**src/rtl/om_renderer_if.sv**
```systemverilog
// Bus between the object-memory renderer, the video timing generator and the game logic.
interface om_renderer_if;
  logic [9:0]  hcount;
  logic [9:0]  vcount;
  logic        de;
  logic        hsync_in;
  logic        vsync_in;
  logic [6:0]  address_read_om;
  logic [10:0] data_read_om;
  logic        next_screen;
  logic        new_state;
  logic [11:0] rgb;
  logic        de_out;
  logic        hsync;
  logic        vsync;
  logic [7:0]  miss_count;

  modport slave (
    input  hcount, vcount, de, hsync_in, vsync_in, data_read_om, new_state,
    output address_read_om, next_screen, rgb, de_out, hsync, vsync, miss_count
  );

  modport master (
    output hcount, vcount, de, hsync_in, vsync_in, data_read_om, new_state,
    input  address_read_om, next_screen, rgb, de_out, hsync, vsync, miss_count
  );
endinterface

```
**src/rtl/om_renderer.sv**
```systemverilog
// Renders a 10x10 tile grid from object memory with a 2-cycle pixel pipeline and a
// per-frame handshake to the game logic. Define OM_GRID_LINES_EN to overlay grid lines.
module om_renderer #(
  parameter int unsigned H_OFS = 80,
  parameter int unsigned TILE  = 48
) (
  input logic          clk,
  input logic          rst,
  om_renderer_if.slave bus
);
  localparam int unsigned GridPx = 10 * TILE;
  localparam int unsigned SprLo  = (TILE - 32) / 2;
  localparam logic signed [7:0] SprLoS = 8'(SprLo);
  localparam logic signed [7:0] SprHiS = 8'(SprLo + 31);
  localparam logic [6:0] AddrNone = 7'd120;
  localparam logic [5:0] TileLast = 6'(TILE - 1);

  // ---------------- cycle 0: tile/pixel counters and address ----------------
  logic [5:0] px_q, py_q, px_c, py_c;
  logic [3:0] col_q, row_q, col_c, row_c;
  logic [9:0] vprev_q;
  logic       in_grid;

  assign in_grid = (bus.vcount < 10'(GridPx)) &&
                   ({1'b0, bus.hcount} >= 11'(H_OFS)) &&
                   ({1'b0, bus.hcount} < 11'(H_OFS + GridPx));

  // Counters hold the previous pixel's position; the current one is derived from it.
  always_comb begin
    px_c  = px_q + 6'd1;
    col_c = col_q;
    if (bus.hcount == 10'(H_OFS)) begin
      px_c  = '0;
      col_c = '0;
    end else if (px_q == TileLast) begin
      px_c  = '0;
      col_c = col_q + 4'd1;
    end

    py_c  = py_q;
    row_c = row_q;
    if (bus.vcount == 10'd0) begin
      py_c  = '0;
      row_c = '0;
    end else if (bus.vcount != vprev_q) begin
      if (py_q == TileLast) begin
        py_c  = '0;
        row_c = row_q + 4'd1;
      end else begin
        py_c = py_q + 6'd1;
      end
    end
  end

  always_ff @(posedge clk or posedge rst) begin
    if (rst) begin
      px_q    <= '0;
      py_q    <= '0;
      col_q   <= '0;
      row_q   <= '0;
      vprev_q <= '0;
    end else begin
      px_q    <= px_c;
      py_q    <= py_c;
      col_q   <= col_c;
      row_q   <= row_c;
      vprev_q <= bus.vcount;
    end
  end

  assign bus.address_read_om = (rst || !in_grid) ? AddrNone
                                                 : 7'(row_c) * 7'd10 + 7'(col_c);

  // ---------------- cycle 1: memory word arrives ----------------
  logic [5:0] px_s1_q, py_s1_q;
  logic       grid_s1_q, de_s1_q, hs_s1_q, vs_s1_q;

  always_ff @(posedge clk or posedge rst) begin
    if (rst) begin
      px_s1_q   <= '0;
      py_s1_q   <= '0;
      grid_s1_q <= 1'b0;
      de_s1_q   <= 1'b0;
      hs_s1_q   <= 1'b0;
      vs_s1_q   <= 1'b0;
    end else begin
      px_s1_q   <= px_c;
      py_s1_q   <= py_c;
      grid_s1_q <= in_grid;
      de_s1_q   <= bus.de;
      hs_s1_q   <= bus.hsync_in;
      vs_s1_q   <= bus.vsync_in;
    end
  end

  logic [2:0]        cell_type;
  logic [5:0]        cell_ofs;
  logic [1:0]        cell_dir;
  logic signed [7:0] sx, sy;
  logic              spr_hit;
  logic [11:0]       bg, spr, pix, rgb_d;

  assign {cell_type, cell_ofs, cell_dir} = bus.data_read_om;

  always_comb begin
    sx = $signed({2'b00, px_s1_q});
    sy = $signed({2'b00, py_s1_q});
    // Shifting the sprite one way is the same as shifting the sample point the other way.
    unique case (cell_dir)
      2'b00:   sx = sx + $signed({2'b00, cell_ofs});
      2'b01:   sx = sx - $signed({2'b00, cell_ofs});
      2'b10:   sy = sy + $signed({2'b00, cell_ofs});
      default: sy = sy - $signed({2'b00, cell_ofs});
    endcase
    spr_hit = cell_type[2] && (sx >= SprLoS) && (sx <= SprHiS) &&
              (sy >= SprLoS) && (sy <= SprHiS);

    bg = 12'h333;
    unique case (cell_type)
      3'd1, 3'd6, 3'd7: bg = 12'h0A0;
      3'd2:             bg = 12'h888;
      3'd3:             bg = 12'hFD0;
      default:          bg = 12'h333;
    endcase

    spr = ((cell_type == 3'd4) || (cell_type == 3'd7)) ? 12'hF80 : 12'hA52;
    pix = spr_hit ? spr : bg;
`ifdef OM_GRID_LINES_EN
    if ((px_s1_q == 6'd0) || (py_s1_q == 6'd0)) pix = 12'h111;
`endif
    rgb_d = (de_s1_q && grid_s1_q) ? pix : 12'h000;
  end

  // ---------------- cycle 2: registered outputs ----------------
  logic [11:0] rgb_q;
  logic        de_out_q, hsync_q, vsync_q;

  always_ff @(posedge clk or posedge rst) begin
    if (rst) begin
      rgb_q    <= '0;
      de_out_q <= 1'b0;
      hsync_q  <= 1'b0;
      vsync_q  <= 1'b0;
    end else begin
      rgb_q    <= rgb_d;
      de_out_q <= de_s1_q;
      hsync_q  <= hs_s1_q;
      vsync_q  <= vs_s1_q;
    end
  end

  assign bus.rgb    = rgb_q;
  assign bus.de_out = de_out_q;
  assign bus.hsync  = hsync_q;
  assign bus.vsync  = vsync_q;

  // ---------------- frame handshake ----------------
  typedef enum logic [1:0] {StIdle, StReq, StHold} state_e;

  state_e     state_q, state_d;
  logic [2:0] hi_cnt_q, hi_cnt_d;
  logic       ack_q, ack_d;
  logic [7:0] miss_q, miss_d;
  logic       frame_req, frame_wrap, min_done;

  assign frame_req  = (bus.vcount == 10'd480) && (bus.hcount == 10'd0);
  assign frame_wrap = (bus.vcount == 10'd0) && (bus.hcount == 10'd0);
  assign min_done   = (hi_cnt_q == 3'd7);

  always_comb begin
    state_d  = state_q;
    hi_cnt_d = hi_cnt_q;
    ack_d    = ack_q;
    miss_d   = miss_q;
    unique case (state_q)
      StIdle: begin
        hi_cnt_d = '0;
        ack_d    = 1'b0;
        if (frame_req) begin
          state_d = StReq;
          ack_d   = bus.new_state;
        end
      end
      StReq: begin
        if (!min_done) hi_cnt_d = hi_cnt_q + 3'd1;
        ack_d = ack_q | bus.new_state;
        if (min_done && ack_d) begin
          state_d = StIdle;
        end else if (frame_wrap && !ack_d) begin
          state_d = StHold;
          if (miss_q != 8'hFF) miss_d = miss_q + 8'd1;
        end
      end
      StHold: begin
        if (!min_done) hi_cnt_d = hi_cnt_q + 3'd1;
        else           state_d  = StIdle;
      end
      default: state_d = StIdle;
    endcase
  end

  always_ff @(posedge clk or posedge rst) begin
    if (rst) begin
      state_q  <= StIdle;
      hi_cnt_q <= '0;
      ack_q    <= 1'b0;
      miss_q   <= '0;
    end else begin
      state_q  <= state_d;
      hi_cnt_q <= hi_cnt_d;
      ack_q    <= ack_d;
      miss_q   <= miss_d;
    end
  end

  assign bus.next_screen = (state_q != StIdle);
  assign bus.miss_count  = miss_q;
endmodule

```
**src/flat_wrapper.sv**
```systemverilog
// flat-port wrapper written by rule: the top's interface ports become plain ports
module om_renderer_flat 
#(
  parameter int unsigned H_OFS = 80,
  parameter int unsigned TILE  = 48
)
  (clk, rst, bus_hcount, bus_vcount, bus_de, bus_hsync_in, bus_vsync_in, bus_data_read_om, bus_new_state, bus_address_read_om, bus_next_screen, bus_rgb, bus_de_out, bus_hsync, bus_vsync, bus_miss_count);
  om_renderer_if bus_i ();
  input logic clk;
  input logic rst;
  input wire logic [$bits(bus_i.hcount)-1:0] bus_hcount;
  input wire logic [$bits(bus_i.vcount)-1:0] bus_vcount;
  input wire logic [$bits(bus_i.de)-1:0] bus_de;
  input wire logic [$bits(bus_i.hsync_in)-1:0] bus_hsync_in;
  input wire logic [$bits(bus_i.vsync_in)-1:0] bus_vsync_in;
  input wire logic [$bits(bus_i.data_read_om)-1:0] bus_data_read_om;
  input wire logic [$bits(bus_i.new_state)-1:0] bus_new_state;
  output wire logic [$bits(bus_i.address_read_om)-1:0] bus_address_read_om;
  output wire logic [$bits(bus_i.next_screen)-1:0] bus_next_screen;
  output wire logic [$bits(bus_i.rgb)-1:0] bus_rgb;
  output wire logic [$bits(bus_i.de_out)-1:0] bus_de_out;
  output wire logic [$bits(bus_i.hsync)-1:0] bus_hsync;
  output wire logic [$bits(bus_i.vsync)-1:0] bus_vsync;
  output wire logic [$bits(bus_i.miss_count)-1:0] bus_miss_count;
  assign bus_i.hcount = bus_hcount;
  assign bus_i.vcount = bus_vcount;
  assign bus_i.de = bus_de;
  assign bus_i.hsync_in = bus_hsync_in;
  assign bus_i.vsync_in = bus_vsync_in;
  assign bus_i.data_read_om = bus_data_read_om;
  assign bus_i.new_state = bus_new_state;
  assign bus_address_read_om = bus_i.address_read_om;
  assign bus_next_screen = bus_i.next_screen;
  assign bus_rgb = bus_i.rgb;
  assign bus_de_out = bus_i.de_out;
  assign bus_hsync = bus_i.hsync;
  assign bus_vsync = bus_i.vsync;
  assign bus_miss_count = bus_i.miss_count;
  om_renderer #(.H_OFS(H_OFS), .TILE(TILE)) u_core (.clk(clk), .rst(rst), .bus(bus_i));
endmodule
```
**config.mk**
```make
export PLATFORM = sky130hd
export DESIGN_NAME = om_renderer_flat
export DESIGN_NICKNAME = d
export VERILOG_FILES = /design/src/rtl/om_renderer_if.sv /design/src/rtl/om_renderer.sv /design/src/flat_wrapper.sv
export SDC_FILE = /design/constraint.sdc
export NUM_CORES = 1
export LEC_CHECK = 0
export CORE_AREA = 2 2 104 106
export DETAILED_ROUTE_END_ITERATION = 10
export DIE_AREA = 0 0 106 108
export MAX_ROUTING_LAYER = met4
export SLEW_MARGIN = 20
export SYNTH_ARGS = -nofsm -noshare
export SYNTH_HDL_FRONTEND = slang
export SYNTH_SLANG_ARGS = --single-unit
```
**constraint.sdc**
```tcl
create_clock -name clk -period 5.1 [get_ports clk]
set_input_delay 1.02 -clock clk [delete_from_list [all_inputs] [get_ports clk]]
set_output_delay 1.02 -clock clk [all_outputs]
set_load 0.01 [all_outputs]
```
==> metrics.txt, run 1 <==
status=finished, final reports clean; area of the core=10200 um2; area share of the largest cell type after synthesis=38.1%; mapped cell area=4070 um2; ANT cells=0; Critical Path AT=4.04 ns; initial antenna violation count=0; Clock Skews=0.0117 ns; Max rail drop VDD=243 uV; share of layout cells above drive strength 1=14.0%; largest net degree at the start of global routing=57; Wirelength per Cell=14.1 um; Worst-Margin Slew=0.750 ns; drt first-iter violations=102; clk_lat worst skew=0.33 ns; period utilization=99.2%; RSZ-0062 raised after global routing=yes; Root Buffer=clkbuf_8; final WL=9200 um; Tot Pwr=2040 uW; power per cell area=386 nW/um2; critical path type=primary input to primary output; Psw=812 uW; Comb power frac=49.0%; Max FO, Critical Path=4; number of max-cap violations=0; post-DR vias/cell=5.11; cell internal pwr=1230 uW; Initial Util=39.8%; grt ovf=0; crit end category=primary output; non-filler instance count after layout=651; sequential-to-total area share from yosys stat=38.1%; placer's final routability congestion estimate=0.862; CTS tree=done; H-Tree Depth=3; commonest cells in the netlist=dfrtp_1, nor2_1, ha_1; Synth area leader=dfrtp_1; Inst Count DP=631; DR vias=3325; Post-Synthesis Cells=414; WP data required=4.08 ns; final number of hold-violating endpoints=0; Flop pwr share=31.7%; P_leak=0.00240 uW; Util after Layout=51.7%; fin nets=593; vias in the first global route=3265; # rows=37; Post-synth top flop=dfrtp_1; worst hold path type=flip-flop to flip-flop; Startpoint Class=primary input; Final Cell Area=5290 um2; Routed Antenna Nets=0; first-pass GRT wire length=15400 um; setup TNS=0 ns; Ports=68; Period minus WS final=5.06 ns; first drt pass iteration count=4; Clock transition at path regs=0.07 ns; HPWL Detailed=7080 um; Post-synth ARST share=100%; Chip Width=106 um; GRT Resource Usage Total=17.3%; final setup violation count=0; CTS Buf Count=9; synthesized flop and latch total=62; CTS Buffer Depth=2; max-slew violations=0; Area contributors post-synth=dfrtp_1, ha_1, xor2_1, nor2_1, xnor2_1; Buffers on Ports=66; count of cell types in the netlist=60; Post-synth EDFFs=0; Avg Cell Area, Syn=9.84 um2; Area Overhead vs Synth=29.9%; dpl cell area=5040 um2; Clk pwr share=19.3%; Die Ht=108 um; Synth Net Count=497; CTS Sinks=62; DR DRC count=0; Die Footprint=11400 um2; CTS Hold Bufs=0; Peak Freq=0.198 GHz; top-count cell post-synth=dfrtp_1; fillers=971; switching share of power=39.8%; slew margin rel.=49.8%; Yosys Warn Count=0
sequential cells by signal, summed over array words and instances, names as in the netlist:
signal                 count
u_core.bus.hsync           1
u_core.row_q               4
u_core.col_q               4
u_core.vs_s1_q             1
u_core.vprev_q            10
u_core.hi_cnt_q            3
u_core.bus.de_out          1
u_core.ack_q               1
u_core.px_q                6
u_core.bus.vsync           1
u_core.bus.miss_count      8
u_core.hs_s1_q             1
u_core.state_q             2
u_core.py_q                6
u_core.grid_s1_q           1
u_core.bus.rgb            11
u_core.de_s1_q             1
cell families after synthesis:
kind of cell	synth area share, %
buffers and inverters	3.13
muxes	2.61
and+or+nand+nor	20.0
adders and majority gates	15.2
AOI/OAI and AO/OA	12.0
DFF	38.1
xor gates and xnor gates	8.81
other	0.0920
worst paths after layout:
check                          startpoint                     end  slack, ns  depth (start not counted)
hold / removal             u_core.hs_s1_q        u_core.bus.hsync       0.35                          0
setup reg to reg           u_core.py_q[3]       u_core.bus.rgb[8]       1.79                          9
setup / recovery            bus_vcount[1]  bus_address_read_om[6]       0.04                         16
min in group asynchronous             rst         u_core.row_q[1]       0.92                          2
max in group asynchronous             rst      u_core.hi_cnt_q[1]       3.23                          3
hold reg to reg            u_core.hs_s1_q        u_core.bus.hsync       0.35                          0
final cells by class:
cell class	count	area (um2)	share of cell area (%)
Clock buffer	10	138	2.60
Clock inverter	6	43.8	0.827
Inverter	23	86.3	1.63
Multi-Input combinational cell	321	2440	46.2
Sequential cell	62	1550	29.3
Tap cell	136	170	3.22
Timing Repair Buffer	93	858	16.2
cells in the final DEF (no fill, tap or decap), drive strengths merged, types with 7 or more instances in the layout:
| cell type | Yosys | layout |
|---|---|---|
| inv | 23 | 25 |
| a21oi | 18 | 18 |
| dfrtp | 62 | 62 |
| xor2 | 27 | 27 |
| nor3 | 11 | 11 |
| nand2 | 28 | 28 |
| clkbuf | 6 | 11 |
| nand3 | 13 | 13 |
| ha | 40 | 40 |
| nand2b | 7 | 7 |
| nor2b | 7 | 7 |
| nand4 | 7 | 7 |
| clkdlybuf4s50 | 0 | 52 |
| xnor2 | 14 | 14 |
| o21a | 7 | 7 |
| nor2 | 45 | 45 |
| o21ai | 8 | 8 |
| buf | 2 | 28 |
critical path, cell delays in order:
cell and delay [ns]:
dlygate4sd2_1 0.26, xor2_1 0.16, nor4_2 0.36, a31oi_2 0.17, buf_4 0.18, mux2i_1 0.15, nor2_1 0.08, ha_1 0.33
ha_4 0.17, fa_1 0.49, nand2_1 0.06, nor2_1 0.10, xor2_1 0.18, xnor2_1 0.14, nand2_1 0.06, buf_2 0.13
per-layer routing:
metal  track usage [%]  vias to the layer above  routed length [um]
li1                  -                     1651                   -
met1              22.1                     1600                4310
met3              3.01                        8                 347
met4              4.89                        0                  85
met2              28.7                       66                4460
met5                 -                        -                   0
power groups by stage:
| stage | combinational (uW) | clock (uW) | sequential, uW |
|---|---|---|---|
| after floorplan | 656 | 0 | 660 |
| after global placement | 954 | 0 | 653 |
| after CTS | 1000 | 406 | 648 |
| after global routing | 1120 | 431 | 661 |
| final | 999 | 394 | 648 |
| after detailed placement | 970 | 0 | 657 |
stage by stage:
step	setup WS, ns	hold slack (ns)
2_1_floorplan	0.324	0.331
3_3_place_gp	-0.641	0.332
3_5_place_dp	-0.690	0.337
4_1_cts	0.00263	0.354
5_1_grt	-0.125	0.367
6_report	0.0395	0.353
what timing repair did:
item,in CTS,in global routing
setup endpoints to repair,5,4
pin swaps,19,14
resized for setup,36,4
setup buffers,3,1
(Power assumes the default switching activity.)
==> run 2, diff against run 1 <==
--- a/constraint.sdc
+++ b/constraint.sdc
@@ -3,2 +3,2 @@
 set_output_delay 1.02 -clock clk [all_outputs]
-set_load 0.01 [all_outputs]
+set_load 0.1 [all_outputs]
==> run 2 against run 1 <==
Net effect:
- non-clock buffer count unchanged
- register-to-register slack worse by 0.06 ns
- flip-flop and latch count unchanged
- hold slack worse by 0.0022 ns
- via count up 0.69%
- core utilization up 1.2 points
- critical endpoint unchanged
- largest power group unchanged
- highest routed layer unchanged
==> metrics.txt, run 2 (same netlist as run 1, synthesis figures left out) <==
final WL=8930 um (was 9200 um); worst hold path type=flip-flop to flip-flop (unchanged); Flop pwr share=31.9% (was 31.7%); HPWL Detailed=6720 um (was 7080 um); dpl cell area=5100 um2 (was 5040 um2); reg-to-reg startpoint=u_core.py_q[3] (unchanged); Startpoint Class=primary input (unchanged); H-Tree Depth=3 (unchanged); critical path type=primary input to primary output (unchanged); most frequent cells in the layout=dfrtp_1, clkdlybuf4s50_1, nor2_1 (unchanged); Hold Crit Depth=0 (unchanged); largest net degree at the start of global routing=26 (was 57); initial antenna violation count=0 (unchanged); clk_lat worst skew=0.34 ns (was 0.33 ns); r2r setup slk=1.73 ns (was 1.79 ns); WP data required=4.08 ns (about the same); slew margin rel.=33.7% (was 49.8%); RSZ-0062 raised after global routing=yes (unchanged); Die Ht=108 um (unchanged); placer's final routability congestion estimate=0.875 (was 0.862); drt first-iter violations=86 (was 102); DR vias=3348 (was 3325); hold path startpoint=u_core.vs_s1_q (was u_core.hs_s1_q); Critical Path Start=bus_vcount[3] (was bus_vcount[1]); Psw=916 uW (was 812 uW); Period minus WS final=5.01 ns (was 5.06 ns); DR DRC count=0 (unchanged); Buffers on Ports=66 (unchanged); GRT Resource Usage Total=16.9% (was 17.3%); Wirelength per Cell=13.7 um (was 14.1 um); Max rail drop VDD=155 uV (was 243 uV); cell internal pwr=1240 uW (was 1230 uW); CTS Buf Count=9 (unchanged); share of layout cells above drive strength 1=17.7% (was 14.0%); crit end category=primary output (unchanged); post-DR vias/cell=5.14 (was 5.11); Final Cell Area=5410 um2 (was 5290 um2); Chip Width=106 um (unchanged); number of max-cap violations=0 (unchanged); power per cell area=397 nW/um2 (was 386 nW/um2); final setup violation count=0 (unchanged); Worst-Margin Slew=0.991 ns (was 0.750 ns); fillers=922 (was 971); vias in the first global route=3369 (was 3265); first-pass GRT wire length=15200 um (was 15400 um); Critical Path AT=3.99 ns (was 4.04 ns); area of the core=10200 um2 (unchanged); CTS Hold Bufs=0 (unchanged); grt ovf=0 (unchanged); max-slew violations=0 (unchanged); max FFs per register=11 (unchanged); CTS Buffer Depth=2 (unchanged); final number of hold-violating endpoints=0 (unchanged); Area Overhead vs Synth=32.9% (was 29.9%); fin nets=593 (unchanged); CTS Sinks=62 (unchanged); Die Footprint=11400 um2 (unchanged); Comb power frac=51.0% (was 49.0%); Clock Skews=0.0129 ns (was 0.0117 ns); ANT cells=0 (unchanged); Clk pwr share=17.2% (was 19.3%); Tot Pwr=2150 uW (was 2040 uW); status=finished, final reports clean (unchanged); period utilization=98.2% (was 99.2%); switching share of power=42.6% (was 39.8%); FF-to-FF path depth=9 (unchanged); P_leak=0.00245 uW (was 0.00240 uW); Peak Freq=0.200 GHz (was 0.198 GHz); setup TNS=0 ns (unchanged); # rows=37 (unchanged); endpoint of the worst hold path=u_core.bus.vsync (was u_core.bus.hsync); Max FO, Critical Path=4 (unchanged); Clock transition at path regs=0.07 ns (about the same); Root Buffer=clkbuf_8 (unchanged); leading cell type in the layout, fill and taps excluded=dfrtp_1 (unchanged); Util after Layout=52.9% (was 51.7%); Ports=68 (unchanged); first drt pass iteration count=4 (unchanged); reg2reg end=u_core.bus.rgb[1] (was u_core.bus.rgb[8]); smallest hold slack=0.351 ns (was 0.353 ns); CTS tree=done (unchanged); Routed Antenna Nets=0 (unchanged); Initial Util=39.8% (unchanged)
==> run 2: cell types whose count changed in the layout (fill, tap and decap cells not counted), moves of 3 or more <==
cell,change
buf_12,+6
buf_2,+4
clkdlybuf4s15_1,-3
clkdlybuf4s50_1,-3
dlygate4sd2_1,-5
xor2_1,-4
xor2_2,+3
==> run 2: through the flow <==
stage	setup slack, ns	cells
detailed placement	-0.424	631
global placement	-0.308	631
CTS	0.00223	650
finish	0.0940	651
global route	-0.0527	651
floorplan	0.0641	414
==> run 2: worst max path at each step <==
stage	cells after the start	slack [ns]	endpoint
floorplan	11	0.06	bus_address_read_om[6]
global placement	16	-0.31	bus_address_read_om[6]
detailed placement	17	-0.42	bus_address_read_om[6]
CTS	17	0.002	bus_address_read_om[6]
global route	16	-0.05	bus_address_read_om[6]
finish	14	0.09	bus_address_read_om[6]
==> run 2: timing repair <==
action,CTS,global route
pin swaps,18,19
resized for setup,43,22
buffers inserted,3,1
gates cloned,0,0
setup endpoints to repair,4,3
==> run 2: per-layer routing <==
layer	wire length, um	GRT usage (%)	up-vias
met1	4050	21.3	1603
li1	-	-	1646
met2	4380	28.0	85
met5	0	-	-
met4	155	5.73	0
met3	344	2.89	14
==> run 2: worst max-delay path, cell delays in order <==
cell and delay [ns]:
clkdlybuf4s15_2 0.21, or4_4 0.56, nor4_4 0.21, buf_4 0.17, nor2_1 0.06, ha_1 0.34, ha_4 0.17, fa_1 0.49
nand2_1 0.07, nor2_2 0.09, xor2_1 0.17, xnor2_1 0.15, nand2_2 0.09, buf_12 0.17
==> run 2: area by class of cell <==
cell class / instances / area (um2) / share of cell area (%)
Multi-Input combinational cell: 321 / 2530 / 46.8
Clock buffer: 11 / 131 / 2.43
Clock inverter: 5 / 36.3 / 0.670
Inverter: 23 / 86.3 / 1.60
Timing Repair Buffer: 93 / 903 / 16.7
Tap cell: 136 / 170 / 3.14
Sequential cell: 62 / 1550 / 28.7
==> run 2: power by group through the flow <==
stage | clock [uW] | combinational (uW) | sequential (uW)
after global placement | 0 | 1020 | 687
final | 370 | 1100 | 686
after detailed placement | 0 | 1040 | 690
after CTS | 383 | 1060 | 682
after floorplan | 0 | 727 | 698
after global routing | 410 | 1230 | 703
==> run 3, diff against run 2 <==
- CAP_MARGIN: unset -> 30
==> results of run 3 <==
The final DEF is identical to that of run 2; final timing and power are the same.
